[src/rtl/axi_hp_wr_sched.sv]
// Round-robin scheduler sharing one 64-bit AXI_HP write port among NUM_CHN burst requesters.
// AW and W are serialized per burst; issue stalls in IDLE at the outstanding cap; B never back-pressured.
module axi_hp_wr_sched #(
  parameter int NUM_CHN         = 4,
  parameter int MAX_OUTSTANDING = 8
) (
  input  logic                  aclk,
  input  logic                  rst,
  input  logic [NUM_CHN-1:0]    chn_req,
  input  logic [32*NUM_CHN-1:0] chn_addr,
  input  logic [4*NUM_CHN-1:0]  chn_len,
  input  logic [64*NUM_CHN-1:0] chn_wdata,
  output logic [NUM_CHN-1:0]    chn_grant,
  output logic [NUM_CHN-1:0]    chn_rd,
  output logic [NUM_CHN-1:0]    chn_done,
  output logic [31:0]           awaddr,
  output logic                  awvalid,
  input  logic                  awready,
  output logic [5:0]            awid,
  output logic [3:0]            awlen,
  output logic [2:0]            awsize,
  output logic [1:0]            awburst,
  output logic [63:0]           wdata,
  output logic                  wvalid,
  input  logic                  wready,
  output logic [5:0]            wid,
  output logic                  wlast,
  output logic [7:0]            wstrb,
  input  logic                  bvalid,
  output logic                  bready,
  input  logic [5:0]            bid,
  input  logic [1:0]            bresp,
  output logic [3:0]            outstanding,
  output logic                  err_bresp
);
  localparam int              SELW     = $clog2(NUM_CHN);
  localparam logic [3:0]      MAX_OS   = 4'(MAX_OUTSTANDING);
  localparam logic [SELW-1:0] LAST_CHN = SELW'(NUM_CHN - 1);

  typedef enum logic [1:0] {IDLE, ADDR, DATA} state_t;

  state_t          state;
  logic [SELW-1:0] sel;
  logic [SELW-1:0] last_grant;
  logic [SELW-1:0] arb_sel;
  logic [SELW-1:0] arb_cand;
  logic            arb_found;
  logic [3:0]      beat;
  logic            aw_hs;
  logic            b_hs;

  logic [31:0] addr_a  [NUM_CHN];
  logic [3:0]  len_a   [NUM_CHN];
  logic [63:0] wdata_a [NUM_CHN];

  for (genvar g = 0; g < NUM_CHN; g++) begin : g_unpack
    assign addr_a[g]  = chn_addr[32*g +: 32];
    assign len_a[g]   = chn_len[4*g +: 4];
    assign wdata_a[g] = chn_wdata[64*g +: 64];
  end

  // Search starts one past the last winner so every requester is served in turn.
  always_comb begin
    arb_found = 1'b0;
    arb_sel   = '0;
    arb_cand  = '0;
    for (int i = 1; i <= NUM_CHN; i++) begin
      arb_cand = SELW'((int'(last_grant) + i) % NUM_CHN);
      if (!arb_found && chn_req[arb_cand]) begin
        arb_found = 1'b1;
        arb_sel   = arb_cand;
      end
    end
  end

  assign aw_hs   = awvalid && awready;
  assign b_hs    = bvalid;
  assign bready  = 1'b1;
  assign awsize  = 3'h3;
  assign awburst = 2'b01;
  assign wstrb   = 8'hff;
  assign awid    = 6'(sel);
  assign wid     = 6'(sel);
  assign wdata   = wdata_a[sel];
  assign wlast   = wvalid && (beat == awlen);

  always_comb begin
    chn_rd = '0;
    if (wvalid && wready) chn_rd[sel] = 1'b1;
  end

  always_ff @(posedge aclk) begin
    if (rst) begin
      state       <= IDLE;
      sel         <= '0;
      last_grant  <= LAST_CHN;
      beat        <= '0;
      awaddr      <= '0;
      awlen       <= '0;
      awvalid     <= 1'b0;
      wvalid      <= 1'b0;
      chn_grant   <= '0;
      chn_done    <= '0;
      outstanding <= '0;
      err_bresp   <= 1'b0;
    end else begin
      chn_grant <= '0;
      case (state)
        IDLE: begin
          if (arb_found && (outstanding < MAX_OS)) begin
            state               <= ADDR;
            sel                 <= arb_sel;
            last_grant          <= arb_sel;
            awaddr              <= addr_a[arb_sel];
            awlen               <= len_a[arb_sel];
            beat                <= '0;
            awvalid             <= 1'b1;
            chn_grant[arb_sel]  <= 1'b1;
          end
        end
        ADDR: begin
          if (awready) begin
            awvalid <= 1'b0;
            wvalid  <= 1'b1;
            state   <= DATA;
          end
        end
        DATA: begin
          if (wready) begin
            beat <= beat + 4'd1;
            if (beat == awlen) begin
              wvalid <= 1'b0;
              state  <= IDLE;
            end
          end
        end
        default: state <= IDLE;
      endcase

      // A B response with nothing outstanding is dropped rather than wrapping the count.
      if (aw_hs && !b_hs)
        outstanding <= outstanding + 4'd1;
      else if (!aw_hs && b_hs && (outstanding != 4'd0))
        outstanding <= outstanding - 4'd1;

      chn_done <= '0;
      if (b_hs && (bid < 6'(NUM_CHN))) chn_done[bid[SELW-1:0]] <= 1'b1;
      if (b_hs && (bresp != 2'b00)) err_bresp <= 1'b1;
    end
  end
endmodule

[config.mk]
export PLATFORM = sky130hd
export DESIGN_NAME = axi_hp_wr_sched
export DESIGN_NICKNAME = d
export VERILOG_FILES = /design/src/rtl/axi_hp_wr_sched.sv
export SDC_FILE = /design/constraint.sdc
export NUM_CORES = 1
export LEC_CHECK = 0
export CAP_MARGIN = 15
export CORE_AREA = 2 2 216 218
export CTS_CLUSTER_DIAMETER = 50
export DETAILED_ROUTE_END_ITERATION = 10
export DIE_AREA = 0 0 218 220
export SYNTH_ARGS = -nofsm -noshare
export SYNTH_HDL_FRONTEND = slang
export SYNTH_SLANG_ARGS = --single-unit
[constraint.sdc]
create_clock -name aclk -period 1.7 [get_ports aclk]
set_input_delay 0.17 -clock aclk [delete_from_list [all_inputs] [get_ports aclk]]
set_output_delay 0.17 -clock aclk [all_outputs]
set_load 0.005 [all_outputs]
# Word level (Yosys, flattened, before mapping)
# Cells that the tools add are included.
word_totals:
  word_cells: 128
  reg_bits: 61
  inputBits: 417
op_classes:
  muxes: 49
  n_reduce_logical: 34
  bitwise: 5
  n_eq_ne: 7
  addsub: 7
  n_lt_le_gt_ge: 14
ops:
  columns: ["cell", "count"]
  rows:
  - ["$bmux W64 S2", 1]
  - ["$mux W64", 2]
  - ["$bmux W32 S2", 1]
  - ["$mux W32", 2]
  - ["$mux W4", 7]
  - ["$lt A2 B3 Y1 const B", 7]
  - ["$mux W1", 16]
  - ["$mux W2", 8]
  - ["$logic_and A1 B1 Y1", 15]
  - ["$reduce_bool A2 Y1", 5]
  - ["$add A4 B1 Y4 const B", 2]
  - ["$bmux W1 S2", 4]
  - ["$bmux W4 S2", 1]
  - ["$ne A2 B2 Y1 const B", 4]
  - ["$pmux W4 S2", 1]
  - ["$reduce_and A4 Y1", 2]
  - ["$demux W1 S2", 3]
  - ["$ge A2 B1 Y1 const B", 3]
  - ["$ge A3 B3 Y1 const B", 2]
  - ["$lt A6 B3 Y1 const B", 1]
  - ["$not A2 Y3", 2]
  - ["$pmux W2 S3", 1]
  - ["$reduce_and A3 Y1", 2]
  - ["$logic_not A1 Y1", 5]
  - ["other kinds (14)", 19]

# Longest topological paths before layout
logic_depth:
  word_depth: 17
  depth_mapped: 8
  depth_no_buf: 8

# Least setup slack after synthesis
# Ideal clock, no wire load.
synth_path:
  kind: "reg-to-reg"
  from: "register awvalid"
  to: "register outstanding[3]"
  setup_ns: 0.128
  required_time_ns: 1.572
  arrival_ns: 1.735
  path_slack_ns: -0.163
  path_stages_with_launch: 9
  cell_sequence: "dfxtp_1 nand2_1 or2_2 ha_1 a21o_1 a21oi_1 mux2i_1 xnor2_1 nor2_1"
synth_via:
  elab_chain_cells: 5
  word_cells_on_any_way: 7
  cone_classes: "mux: 1; reduce/logical: 6"
synth_rtl:
  columns: ["item", "line_no", "text"]
  rows:
  - ["start: declaration", "17", "output logic awvalid,"]
  - ["start signal: assignment", "100", "awvalid <= 1'b0;"]
  - ["start signal: assignment", "117", "awvalid <= 1'b1;"]
  - ["start signal: assignment", "123", "awvalid <= 1'b0;"]
  - ["$logic_and A1 B1 Y1 (*)", "76", "assign aw_hs = awvalid && awready;"]
  - ["$logic_not A1 Y1", "143", "else if (!aw_hs && b_hs && (outstanding != 4'd0))"]
  - ["$logic_and A1 B1 Y1 (2 in a row)", "143", null]
  - ["$reduce_bool A2 Y1 (no source line)", null, null]
  - ["end signal: assignment", "142", "outstanding <= outstanding + 4'd1;"]
  - ["end signal: assignment", "144", "outstanding <= outstanding - 4'd1;"]
  - ["end: declaration", "33", "output logic [3:0] outstanding,"]
# Mark *: on every way between the ends. The rest lies on a longest branch, timed or not.
# A chain may end at the register's enable or synchronous reset.

# Worst setup path in the final report
layout_path:
  from: "register sel[0]"
  to: "output port wdata[12]"
layout_via:
  elab_chain_cells: 4
layout_rtl:
  columns: ["item", "line_no", "text"]
  rows:
  - ["start: declaration", "43", "logic [SELW-1:0] sel;"]
  - ["start signal: assignment", "112", "sel <= arb_sel;"]
  - ["$not A2 Y3 (implied by the code)", "84", "assign wdata = wdata_a[sel];"]
  - ["$bmux W64 S2", "84", null]
  - ["$mux W64 (implied by the code) (2 in a row)", "84", null]
  - ["end: declaration", "23", "output logic [63:0] wdata,"]
# Every way passes these cells. The select of a mux whose other input is x is not followed.

==> flow_summary_export.csv <==
group,metric,value,unit
power_and_ir_drop,power_density,1100,nW/um^2
logic_synthesis,yosysWarnings,0,
floorplan,rows,79,
setup_path,worst-path-stages,6,
drt,vias_per_cell,3.98,
floorplan,core-area,45900,sq um
setup_path,cp_data_required_time,1530,ps
drt,drt_iter0_markers,260,
logic_synthesis,postSynthAreaPerCell,11.0,sq um
finish,stdcell_area,12800,sq um
sta,timing_hold_violations_final,0,
setup_path,start_kind,"flip-flop",
setup_path,critPathSlowestCell,"mux4_2",
floorplan,die_height,220,um
global_routing,globalRouteMet3Util,0.0493,
placement,place_area,11500,sq um
clock_tree,cts_hold_buf,0,
logic_synthesis,synthFlopType,"dfxtp_1",
finish,drive_gt1_frac,0.317,
setup_path,crit_path_end,"wdata[12]",
global_routing,grt_start_max_net_pins,43,
global_routing,grt_antenna_before_repair,27,
setup_path,cp_top_family,"buffers and inverters",
clock_tree,clock-sinks,61,
logic_synthesis,synth_cell_types,40,
sta,timing.fmax,495,MHz
logic_synthesis,ys_ff_latch,61,
finish,final_cells,1682,
global_routing,gr-usage-met1,0.151,
logic_synthesis,postSynthCellCount,450,
setup_path,crit_start,"sel[0]$_SDFFE_PP0P_",
drt,num_vias,6693,
power_and_ir_drop,peakVddDrop,0.677,mV
global_routing,grtUsageMet2,0.310,
setup_path,cp_data_arrival_time,1850,ps
sta,whs,329,ps
setup_path,crit_chain,"buf_12, buf_8, buf_16, buf_4, mux4_2, buf_2",
logic_synthesis,ys_seq_area_frac,0.247,
setup_path,r2r-end,"awaddr[15]$_SDFFE_PP0P_",
flow_run,drv_cap,0,
drt,drt-total-wl,41000,um
global_routing,grt.overflow.total,0,
setup_path,r2r_setup_slack,10,ps
sta,setup_violations,64,
global_routing,grt_pass1_wl,52100,um
finish,fin_util,0.280,
placement,port_buffers,540,
drt,dr.pass1.iters,5,
status,violations,"setup timing",
global_routing,busiest_layer,"met2",
floorplan,fp.dieArea,48000,sq um
placement,place.gp.congestion,0.903,
sta,setup_ws,-322,ps
drt,drtAntennaViolNets,0,
sta,drv_slew,0,
finish,area_growth,160,%
floorplan,io_pins,563,
setup_path,max_stage_delay,480,ps
drt,route.detailed.drc,0,
finish,layout_commonest_cell,"clkdlybuf4s50_1",
clock_tree,clk_pin_slew_worst_paths,60,ps
placement,dpl.cell_count,1614,
sta,grt_setup_unrepaired,"true",
setup_path,path_buf_inv,5,
clock_tree,cts_tree,"built",
setup_path,end_kind,"output pin",
logic_synthesis,syn-cell-area,4940,sq um
min_path,min_path_type,"in -> reg",
global_routing,track_usage,0.159,
power_and_ir_drop,leakagePower,5.01,nW
global_routing,grt_pass1_vias,6999,
sta,fin_crit,2020,ps
floorplan,die_width,218,um
status,status,"finished, violations left",
placement,dp_hpwl,33000,um
setup_path,reg2reg_depth,5,
clock_tree,cts_made_buffers,9,
sta,finClkSkew,4.26,ps
drt,routed_wire_length_per_instance,24.4,um
placement,pre_cts_ws,-506,ps
logic_synthesis,async_reset_ff_frac,0,
setup_path,critPathKind,"reg -> out",
clock_tree,clock_path_buffers,2,
clock_tree,root_buffer,"clkbuf_16",
floorplan,start_util,0.108,
sta,min_period_over_period,1.19,
finish,mostFrequentLayoutCells,"463 x clkdlybuf4s50_1, 68 x mux2i_1, 64 x mux4_2, 61 x buf_6, 56 x buf_4",
setup_path,reg2reg_from,"state[0]$_SDFFE_PP0P_",
finish,fin_nets,1485,
logic_synthesis,synth_edf_count,0,
clock_tree,h-tree-depth,3,
clock_tree,clock_latency,350,ps
finish,fill_cells,4825,
setup_path,cp_max_fo,6,
[how the worst min path moves through the flow]
stage / start / to / cells past startpoint / slack, ps
3_5_place_dp: err_bresp$_SDFFE_PP0P_ / err_bresp$_SDFFE_PP0P_ / 2 / 450
3_3_place_gp: err_bresp$_SDFFE_PP0P_ / err_bresp$_SDFFE_PP0P_ / 2 / 430
5_1_grt: awready / state[0]$_SDFFE_PP0P_ / 4 / 370
4_1_cts: awready / state[0]$_SDFFE_PP0P_ / 4 / 330
6_report: awready / state[0]$_SDFFE_PP0P_ / 4 / 330
2_1_floorplan: bid[0] / chn_done[0]$_SDFF_PP0_ / 1 / 250
[area by class of cell]
cell class,count,area [sq um],share of cell area
Clock inverter,7,98.8,0.00770
Multi-Input combinational cell,335,3780,0.295
Clock buffer,9,225,0.0175
Tap cell,607,759,0.0592
Sequential cell,61,1250,0.0972
Inverter,9,33.8,0.00263
Timing Repair Buffer,648,6670,0.520
Antenna cell,6,15.0,0.00117
[worst min-delay path, stage by stage]
cell and delay [ps]:
dlygate4sd2_1 240, inv_1 80, nand3_1 90, a21oi_1 60
[cell families after synthesis]
logic type / count (synthesis) / synth area share
multiplexers: 139 / 0.444
AND/OR/NAND/NOR: 94 / 0.0910
buffers and inverters: 74 / 0.0872
AO/OA/AOI/OAI: 67 / 0.101
flip-flops: 61 / 0.247
XOR/XNOR: 9 / 0.0160
adder cells (fa/ha/maj): 4 / 0.0117
other: 2 / 0.00152
[Yosys cell counts, types with 3 or more instances]
cell type | n | area [sq um]
nor2_1 | 14 | 52.6
dfxtp_1 | 61 | 1220
o21ai_0 | 6 | 30.0
clkbuf_1 | 17 | 63.8
xor2_1 | 5 | 43.8
o221ai_1 | 36 | 315
or4_1 | 3 | 22.5
a21oi_1 | 14 | 70.1
inv_1 | 9 | 33.8
nand2_1 | 45 | 169
mux4_2 | 64 | 1440
nand3_1 | 6 | 30.0
ha_1 | 3 | 37.5
buf_2 | 17 | 85.1
buf_6 | 5 | 56.3
a211oi_1 | 3 | 22.5
xnor2_1 | 4 | 35.0
mux2i_1 | 75 | 751
buf_4 | 25 | 188
nor3_1 | 10 | 50.1
[per-stage QoR]
step,TNS [ps],power (W)
2_1_floorplan,-170,0.00567
3_3_place_gp,-29440,0.0103
3_5_place_dp,-31030,0.0103
4_1_cts,-16810,0.0137
5_1_grt,-18230,0.0149
6_report,-13100,0.0141
[sequential cells by signal, indices dropped and copies added, names as in the netlist]
| register | count |
|---|---|
| awaddr | 32 |
| awlen | 4 |
| beat | 4 |
| chn_done | 4 |
| chn_grant | 4 |
| outstanding | 4 |
| last_grant | 2 |
| sel | 2 |
| state | 2 |
| awvalid | 1 |
| err_bresp | 1 |
| wvalid | 1 |
[routing by layer]
metal | up-vias | routed length, um
li1 | 2962 | -
met1 | 3187 | 13300
met2 | 428 | 22000
met3 | 98 | 3750
met4 | 18 | 1880
met5 | - | 116
[report_power, final]
group,internal [W],switching [W]
registers,0.00190,0.000353
logic,0.00586,0.00388
clock network,0.00129,0.000808
[timing repair]
item	in CTS	in global routing
resized for setup	376	93
endpoints found under the setup margin	114	108
pin swaps	12	11
cloned	10	3
setup buffers	32	10
Power figures use the tool's default switching activity.
